[config.mk]
export PLATFORM = sky130hd
export DESIGN_NAME = cla32_pipe
export DESIGN_NICKNAME = d
export VERILOG_FILES = /design/src/rtl/cla32_pipe_pkg.sv /design/src/rtl/cla32_pipe_cla16.sv /design/src/rtl/cla32_pipe_cla4.sv /design/src/rtl/cla32_pipe.sv
export SDC_FILE = /design/constraint.sdc
export NUM_CORES = 1
export LEC_CHECK = 0
export ABC_CLOCK_PERIOD_IN_PS = 3200
export CORE_ASPECT_RATIO = 0.6
export CORE_MARGIN = 3
export CORE_UTILIZATION = 35
export DETAILED_ROUTE_END_ITERATION = 7
export MAX_ROUTING_LAYER = met4
export PLACE_DENSITY_LB_ADDON = 0.12
export SETUP_SLACK_MARGIN = 0.3
export SYNTH_ARGS = -nofsm -noshare
export SYNTH_HDL_FRONTEND = slang
export SYNTH_HIERARCHICAL = 1
export SYNTH_SLANG_ARGS = --single-unit
export TNS_END_PERCENT = 50
[constraint.sdc]
create_clock -name clk -period 3.2 [get_ports clk]
set_clock_uncertainty 0.05 [all_clocks]
set_input_delay 0.48 -clock clk [delete_from_list [all_inputs] [get_ports clk]]
set_output_delay 0.48 -clock clk [all_outputs]
set_load 0.01 [all_outputs]
[src/rtl/cla32_pipe_pkg.sv]
// cla32_pipe_pkg: shared widths and opcode encodings for the pipelined 32-bit adder/subtractor
package cla32_pipe_pkg;
    localparam int   WIDTH  = 32;
    localparam int   HALF   = 16;
    localparam logic OP_ADD = 1'b0;
    localparam logic OP_SUB = 1'b1;
endpackage

[src/rtl/cla32_pipe_cla16.sv]
// cla32_pipe_cla16: 16-bit adder of four cla4 slices with second-level group lookahead
//   i_a, i_b : 16-bit operands     i_ci : carry-in
//   o_s      : 16-bit sum          o_co : carry out of bit 15
module cla32_pipe_cla16 (
    input  logic [15:0] i_a,
    input  logic [15:0] i_b,
    input  logic        i_ci,
    output logic [15:0] o_s,
    output logic        o_co
);
    logic [3:0] w_p, w_g;
    logic [3:0] w_c;
    assign w_c[0] = i_ci;
    assign w_c[1] = w_g[0] | (w_p[0] & i_ci);
    assign w_c[2] = w_g[1] | (w_p[1] & w_g[0]) | (w_p[1] & w_p[0] & i_ci);
    assign w_c[3] = w_g[2] | (w_p[2] & w_g[1]) | (w_p[2] & w_p[1] & w_g[0])
                  | (w_p[2] & w_p[1] & w_p[0] & i_ci);
    assign o_co   = w_g[3] | (w_p[3] & w_g[2]) | (w_p[3] & w_p[2] & w_g[1])
                  | (w_p[3] & w_p[2] & w_p[1] & w_g[0])
                  | (w_p[3] & w_p[2] & w_p[1] & w_p[0] & i_ci);
    for (genvar i = 0; i < 4; i++) begin : g_slice
        cla32_pipe_cla4 u_cla4 (
            .i_a (i_a[4*i +: 4]),
            .i_b (i_b[4*i +: 4]),
            .i_ci(w_c[i]),
            .o_s (o_s[4*i +: 4]),
            .o_p (w_p[i]),
            .o_g (w_g[i])
        );
    end
endmodule

[src/rtl/cla32_pipe_cla4.sv]
// cla32_pipe_cla4: 4-bit carry-lookahead slice
//   i_a, i_b : 4-bit operands      i_ci : carry-in
//   o_s      : 4-bit sum           o_p, o_g : group propagate / generate
module cla32_pipe_cla4 (
    input  logic [3:0] i_a,
    input  logic [3:0] i_b,
    input  logic       i_ci,
    output logic [3:0] o_s,
    output logic       o_p,
    output logic       o_g
);
    logic [3:0] w_p, w_g, w_c;
    assign w_p = i_a ^ i_b;
    assign w_g = i_a & i_b;
    assign w_c[0] = i_ci;
    assign w_c[1] = w_g[0] | (w_p[0] & i_ci);
    assign w_c[2] = w_g[1] | (w_p[1] & w_g[0]) | (w_p[1] & w_p[0] & i_ci);
    assign w_c[3] = w_g[2] | (w_p[2] & w_g[1]) | (w_p[2] & w_p[1] & w_g[0])
                  | (w_p[2] & w_p[1] & w_p[0] & i_ci);
    assign o_s = w_p ^ w_c;
    assign o_p = &w_p;
    assign o_g = w_g[3] | (w_p[3] & w_g[2]) | (w_p[3] & w_p[2] & w_g[1])
               | (w_p[3] & w_p[2] & w_p[1] & w_g[0]);
endmodule

[src/rtl/cla32_pipe.sv]
// cla32_pipe: two-stage pipelined 32-bit add/sub with valid/ready handshake and flags
//   in_valid/in_ready, a, b, ci, op : operand beat (op 0=a+b+ci, 1=a-b)
//   out_valid/out_ready, s, co, ov, z, n : result beat with carry/overflow/zero/negative
module cla32_pipe
    import cla32_pipe_pkg::*;
(
    input  logic             clk,
    input  logic             reset,
    input  logic             in_valid,
    output logic             in_ready,
    input  logic [WIDTH-1:0] a,
    input  logic [WIDTH-1:0] b,
    input  logic             ci,
    input  logic             op,
    output logic             out_valid,
    input  logic             out_ready,
    output logic [WIDTH-1:0] s,
    output logic             co,
    output logic             ov,
    output logic             z,
    output logic             n
);
    logic             r_s1_valid, r_s2_valid, r_c16;
    logic [HALF-1:0]  r_lo, r_ahi, r_bhi;
    logic [WIDTH-1:0] r_s;
    logic             r_co, r_ov, r_z, r_n;
    logic             w_s1_adv, w_s2_adv, w_sub, w_cin, w_c16, w_c32, w_c31;
    logic [WIDTH-1:0] w_beff, w_sum;
    logic [HALF-1:0]  w_lo, w_hi;
    assign w_s2_adv = !r_s2_valid || out_ready;
    assign w_s1_adv = !r_s1_valid || w_s2_adv;
    assign in_ready = w_s1_adv;
    assign w_sub    = op == OP_SUB;
    assign w_beff   = b ^ {WIDTH{w_sub}};
    assign w_cin    = w_sub ? 1'b1 : ci;
    cla32_pipe_cla16 u_lo (
        .i_a (a[HALF-1:0]),
        .i_b (w_beff[HALF-1:0]),
        .i_ci(w_cin),
        .o_s (w_lo),
        .o_co(w_c16)
    );
    cla32_pipe_cla16 u_hi (
        .i_a (r_ahi),
        .i_b (r_bhi),
        .i_ci(r_c16),
        .o_s (w_hi),
        .o_co(w_c32)
    );
    assign w_sum = {w_hi, r_lo};
    // carry into bit 31 recovered from the sum bit: s = a ^ b ^ cin
    assign w_c31 = w_hi[HALF-1] ^ r_ahi[HALF-1] ^ r_bhi[HALF-1];
    always_ff @(posedge clk or posedge reset) begin
        if (reset) begin
            r_s1_valid <= 1'b0;
            r_s2_valid <= 1'b0;
            r_c16      <= 1'b0;
            r_lo       <= '0;
            r_ahi      <= '0;
            r_bhi      <= '0;
            r_s        <= '0;
            r_co       <= 1'b0;
            r_ov       <= 1'b0;
            r_z        <= 1'b0;
            r_n        <= 1'b0;
        end else begin
            if (w_s1_adv) begin
                r_s1_valid <= in_valid;
                if (in_valid) begin
                    r_lo  <= w_lo;
                    r_c16 <= w_c16;
                    r_ahi <= a[WIDTH-1:HALF];
                    r_bhi <= w_beff[WIDTH-1:HALF];
                end
            end
            if (w_s2_adv) begin
                r_s2_valid <= r_s1_valid;
                if (r_s1_valid) begin
                    r_s  <= w_sum;
                    r_co <= w_c32;
                    r_ov <= w_c32 ^ w_c31;
                    r_z  <= w_sum == '0;
                    r_n  <= w_sum[WIDTH-1];
                end
            end
        end
    end
    assign out_valid = r_s2_valid;
    assign s         = r_s;
    assign co        = r_co;
    assign ov        = r_ov;
    assign z         = r_z;
    assign n         = r_n;
endmodule
==> results.toml, run 1 <==
[logic_synthesis]
yosysWarnings = 6
synth-edff-count = 0
syn_area_mm2 = 0.00524
yosysTopAreaCell = "dfrtp_1"
synth_seq_cells = 86
syn-num-nets = 544
ys_seq_area_share_pct = 41.1
ys_types = 29
synth_area_leaders = "dfrtp_1, mux2_2, ha_1"
yosys-top-cells-count = "dfrtp_1, mux2_2, ha_1, xor2_1, inv_1"
async_flop_share_pct = 100
synth_cells = 426
synth_most_common_cell = "dfrtp_1"
synth_ff_type = "dfrtp_1"
synth_top_area_share_pct = 41.1
avgSynthCellArea_um2 = 12.3

[placement]
place_congestion = 0.814
hpwl_um = 8630
port_buffers = 107
dp_cells = 726

[floorplan]
dieArea_mm2 = 0.0165
die_y_um = 101
initial_core_util_pct = 37.1
num_rows = 33
die_width_um = 164
io_pins = 108
coreArea_mm2 = 0.0141

[finish]
syn_to_final_growth_pct = 34.5
fillCellCount = 1309
multi_input_area_mm2 = 0.00298
fin_cells = 749
drive_above_1_share_pct = 28.9
nets = 670
regArea_mm2 = 0.00215
n_antenna_cell = 0

[clocking]
clk_latency_ns = 0.34
clk_pin_slew_ns = 0.06
cts_buffer_depth = 2
clkSinkCount = 86
ctsHoldBuffers = 0
cts_tree = "built"
ctsRootBufferMaster = "clkbuf_16"
htreeDepth = 3
cts_made_buffers = 9

[worst_setup_path]
cp.required_ns = 3.39
crit_path_cell_trace = "ha_4, a21oi_4, nand2_1, a21o_1, a21o_1, a21o_1, a21o_1, a21o_1, a21oi_2, xnor2_2, nor4_4, buf_4, nand4_1, o31ai_1"
regToRegStartpoint = "r_ahi[2]$_DFFE_PP0P_"
cp_common_cell = "a21o_1"
max_stage_delay_ns = 0.41
critPathKind = "register to register"
crit_path_end_kind = "register"
cp_max_fo = 5
r2r_cells = 14
crit_family = "compound AO/OA/AOI/OAI gates"
ff2ff_setup_slack_ns = 0.20
crit_arrival_ns = 3.19
r2r_end = "z$_DFFE_PP0P_"
crit_buf_inv = 1
critPathLaunchType = "register"
worst_path_max_delay_cell = "dfrtp_1"

[timing]
rsz0062_at_grt = "yes"
period_needed_ns = 3.00
setup_viol = 0
hold_viol = 0
slew_viol_final = 0
fmax_mhz = 334
slew_headroom_pct = 49.8
whs_ns = 0.456
worst_pin_slew_ns = 0.752
post-route-period-util_pct = 93.7

[route]
via_per_inst = 4.73
post-route-drc-count = 0
ant_nets = 0
drt_first_iter_violations = 102
avgRoutedWirePerCell_um = 15.5
drt_pass1_iterations = 4
drt-total-wl_um = 11600
vias = 3542

[global_route]
grt_pass1_wl_um = 19300
gr-total-overflow = 0
antenna_found_initial = 0
gr-usage-all-layers_pct = 15.2
grt_max_degree = 87
grt_pass1_vias = 3764

[worst_hold_path]
hold_path_depth = 1
hp-start = "s[12]$_DFFE_PP0P_"
min_path_type = "register to register"
hold_path_end = "s[12]$_DFFE_PP0P_"

[run]
cap_viol_max_count = 0

[power]
p_leak_nw = 3.23
p_comb_share_pct = 44.7
sw_frac_of_total_pct = 33.6
p_clk_share_pct = 20.0
intPower_mw = 3.29
p_seq_share_pct = 35.3
irDropWorstVdd_mv = 0.289
p_switching_mw = 1.66
powerDensity_mw_per_mm2 = 702

[outcome]
status = "complete, no violations"
stage by stage:
stage / TNS (ns) / setup slack [ns] / utilization (%) / instance area, um^2 / power [mW]
CTS: 0 / 0.171 / 49.1 / 6930 / 4.96
detailed placement: -0.0167 / -0.0167 / 46.5 / 6560 / 3.87
global placement: 0 / 0.0122 / 46.5 / 6560 / 3.82
finish: 0 / 0.202 / 49.9 / 7050 / 4.95
floorplan: 0 / 0.287 / - / 5270 / 2.95
global route: 0 / 0.0354 / 49.9 / 7050 / 5.31
worst max-delay path by stage:
stage,start,depth (start not counted),slack [ns],end
floorplan,op,14,0.29,r_lo[14]$_DFFE_PP0P_
global placement,r_ahi[2]$_DFFE_PP0P_,14,0.01,z$_DFFE_PP0P_
detailed placement,b[2],13,-0.02,r_lo[14]$_DFFE_PP0P_
CTS,r_bhi[1]$_DFFE_PP0P_,14,0.17,z$_DFFE_PP0P_
global route,r_ahi[2]$_DFFE_PP0P_,14,0.04,z$_DFFE_PP0P_
finish,r_ahi[2]$_DFFE_PP0P_,14,0.20,z$_DFFE_PP0P_
power by group through the flow:
| stage | sequential, mW | combinational (mW) | clock (mW) |
|---|---|---|---|
| global placement | 1.76 | 2.06 | 0 |
| CTS | 1.76 | 2.17 | 1.03 |
| finish | 1.75 | 2.21 | 0.989 |
| floorplan | 1.78 | 1.17 | 0 |
| global route | 1.80 | 2.43 | 1.08 |
| detailed placement | 1.77 | 2.10 | 0 |
repair_timing:
| action | 4_1_cts | 5_1_grt |
|---|---|---|
| endpoints found under the setup margin | 1 | 8 |
| resized for setup | 6 | 19 |
| pin swaps | 4 | 18 |
| setup buffers | 3 | 4 |
sequential cells by signal, summed over array words and instances (netlist names):
| name | count |
|---|---|
| s | 32 |
| r_bhi | 16 |
| out_valid | 1 |
| co | 1 |
| ov | 1 |
| r_lo | 16 |
| r_ahi | 16 |
| r_s1_valid | 1 |
| r_c16 | 1 |
| z | 1 |
layer usage:
metal | vias to the layer above | track usage, % | part of all wire (%)
met3 | 8 | 4.11 | 4.5
met5 | - | - | 0
li1 | 1749 | - | -
met2 | 68 | 22.1 | 43
met4 | 0 | 2.73 | 0.73
met1 | 1717 | 21.5 | 51
cells by family after synthesis:
family | after synthesis | share of synthesized area, %
buffers and inverters | 47 | 4.73
AO/OA/AOI/OAI | 46 | 6.31
XOR/XNOR | 59 | 9.86
flip-flops | 86 | 41.1
adder cells (fa/ha/maj) | 48 | 12.6
AND/OR/NAND/NOR | 58 | 7.07
multiplexers | 82 | 18.3
area by class of cell:
| class | instances | share of cell area (%) |
|---|---|---|
| clock inverter | 7 | 0.799 |
| clock buffer | 9 | 3.20 |
| timing repair buffer | 128 | 17.9 |
| sequential | 86 | 30.5 |
| tap | 192 | 3.41 |
| multi-input combinational | 293 | 42.3 |
| inverter | 34 | 1.83 |
cell usage in the layout, fill, tap and decap left out, types with 2 or more instances in the layout:
cell type and count:
clkdlybuf4s50_1 103, dfrtp_1 86, mux2_2 71, xor2_1 39, inv_1 32, ha_1 32
a21o_1 24, xnor2_1 18, buf_4 18, nand3_1 14, mux2_4 11, a21oi_2 11
nand4_1 10, nand2_1 9, clkbuf_16 9, and4_2 8, fa_1 7, nor4_1 6
ha_4 5, a21oi_1 4, o21ai_0 3, inv_6 3, dlymetal6s2s_1 3, ha_2 3
nand2b_1 2, clkinv_2 2, clkinv_4 2, buf_12 2, a31o_1 2, nand3_2 2
(Power assumes the default switching activity.)
==> inputs of run 2 (changes only) <==
Settings changed: CORE_ASPECT_RATIO 0.6 to 1.5.
==> run 2 against run 1 <==
Compared with the run above: sequential share of layout area grew 0.13 points; first-iteration DRC count decreased by 64%; global-route usage is 0.37 points lower; non-clock buffer count decreased by 5; fmax is 1.4% lower; highest routed layer unchanged; sequential power is essentially flat; worst hold slack got worse by 0.0093 ns; largest cell class unchanged; critical endpoint unchanged; clock power rose by 12%.
==> results.toml, run 2 (synthesis gave the netlist of run 1 again) <==
[worst_setup_path]
ff2ff_setup_slack_ns = 0.16
crit_arrival_ns = 3.23
cp_common_cell = "a21o_1"
crit_buf_inv = 3
cp_max_fo = 5
cp.required_ns = 3.39
worst_path_max_delay_cell = "fa_2"
crit_path_end_kind = "register"
crit_family = "compound AO/OA/AOI/OAI gates"
critPathKind = "register to register"
max_stage_delay_ns = 0.52
crit_path_cell_trace = "ha_4, nand3_2, nand2_1, a21o_1, a21o_1, a21o_1, a21o_1, inv_2, fa_2, inv_2, nor4_4, buf_4, nand4_1, o31ai_1"
critPathLaunchType = "register"

[floorplan]
coreArea_mm2 = 0.0146
io_pins = 108
dieArea_mm2 = 0.0165
die_y_um = 156
die_width_um = 106
initial_core_util_pct = 35.9
num_rows = 54

[worst_hold_path]
min_path_type = "input port to async pin"

[timing]
fmax_mhz = 329
worst_pin_slew_ns = 0.880
setup_viol = 0
rsz0062_at_grt = "yes"
slew_headroom_pct = 41.1
hold_viol = 0
slew_viol_final = 0
post-route-period-util_pct = 95.0
period_needed_ns = 3.04

[clocking]
cts_tree = "built"
ctsRootBufferMaster = "clkbuf_16"
clk_pin_slew_ns = 0.06
clkSinkCount = 86
htreeDepth = 3
ctsHoldBuffers = 0
clk_latency_ns = 0.34
cts_buffer_depth = 2
cts_made_buffers = 9

[power]
total_power_mw = 5.05
p_leak_nw = 3.22
powerDensity_mw_per_mm2 = 720
irDropWorstVdd_mv = 0.274

[placement]
hpwl_um = 8720
place_congestion = 0.794
dp_cells = 728
port_buffers = 107

[global_route]
grt_pass1_vias = 3768
grt_pass1_wl_um = 18900
antenna_found_initial = 0
grt_max_degree = 58
gr-total-overflow = 0
gr-usage-all-layers_pct = 14.8

[run]
cap_viol_max_count = 0

[route]
drt_pass1_iterations = 4
vias = 3570
ant_nets = 0
avgRoutedWirePerCell_um = 15.6
drt_first_iter_violations = 37
drt-total-wl_um = 11700
post-route-drc-count = 0
via_per_inst = 4.77

[finish]
largest_reg_flops = 32
final_cell_mix = "clkdlybuf4s50_1, dfrtp_1, mux2_2, xor2_1, ha_1"
syn_to_final_growth_pct = 34.1
n_antenna_cell = 0
nets = 665
fin_cells = 748
drive_above_1_share_pct = 28.3
layout_commonest_cell = "clkdlybuf4s50_1"

[outcome]
status = "complete, no violations"
[run 2: cell count changes in the layout (fill, tap and decap cells not counted), moves of 2 or more]
cell       previous run  this run
ha_1                 32        36
ha_2                  3         0
inv_1                32        30
dfrtp_1              86        84
buf_4                18        14
bufinv_16             0         2
dfrtp_2               0         2
inv_6                 3         0
inv_2                 1         3
[run 2: area by class of cell]
class,instances,area [um^2]
tap,196,245
fill,1366,7570
clock inverter,6,86.3
sequential,86,2150
timing repair buffer,123,1220
inverter,34,129
clock buffer,10,229
multi-input combinational,293,2960
[run 2: what timing repair did]
item | CTS | global route
endpoints found under the hold margin | 0 | 0
setup endpoints to repair | 2 | 9
pin swaps | 2 | 14
buffers inserted | 0 | 4
resized for setup | 3 | 21
[run 2: metrics by stage]
step,cell area [um^2],util (%),setup WS [ns],setup TNS [ns],hold WS [ns]
after floorplan,5270,-,0.287,0,0.434
after global placement,6550,44.9,-0.0595,-0.0595,0.438
after detailed placement,6550,44.9,-0.0406,-0.0771,0.444
after CTS,6890,47.2,0.0983,0,0.456
after global routing,7030,48.1,-0.00275,-0.00275,0.472
final,7030,48.1,0.159,0,0.447
[run 2: power by group]
part | switching (mW) | internal [mW] | leakage [nW]
Sequential | 0.274 | 1.47 | 1.01
Clock | 0.425 | 0.683 | 0.152
Combinational | 0.941 | 1.26 | 2.06
Total | 1.64 | 3.42 | 3.22
[run 2: metal layers]
metal  vias up  track usage (%)  part of all wire (%)
li1       1725                -                     -
met1      1768             16.9                    41
met4         0             5.31                   1.1
met5         -                -                     0
met2        72             25.4                    54
met3         5             3.40                   4.4
[run 2: final timing paths]
path	startpoint	endpoint	cells past startpoint
worst max-delay path	r_bhi[2]$_DFFE_PP0P_	z$_DFFE_PP0P_	14
worst min-delay path	reset	s[13]$_DFFE_PP0P_	2
worst max register to register	r_bhi[2]$_DFFE_PP0P_	z$_DFFE_PP0P_	14
worst min register to register	s[23]$_DFFE_PP0P_	s[23]$_DFFE_PP0P_	1
max in group asynchronous	reset	r_ahi[0]$_DFFE_PP0P_	3
min in group clk	s[23]$_DFFE_PP0P_	s[23]$_DFFE_PP0P_	1
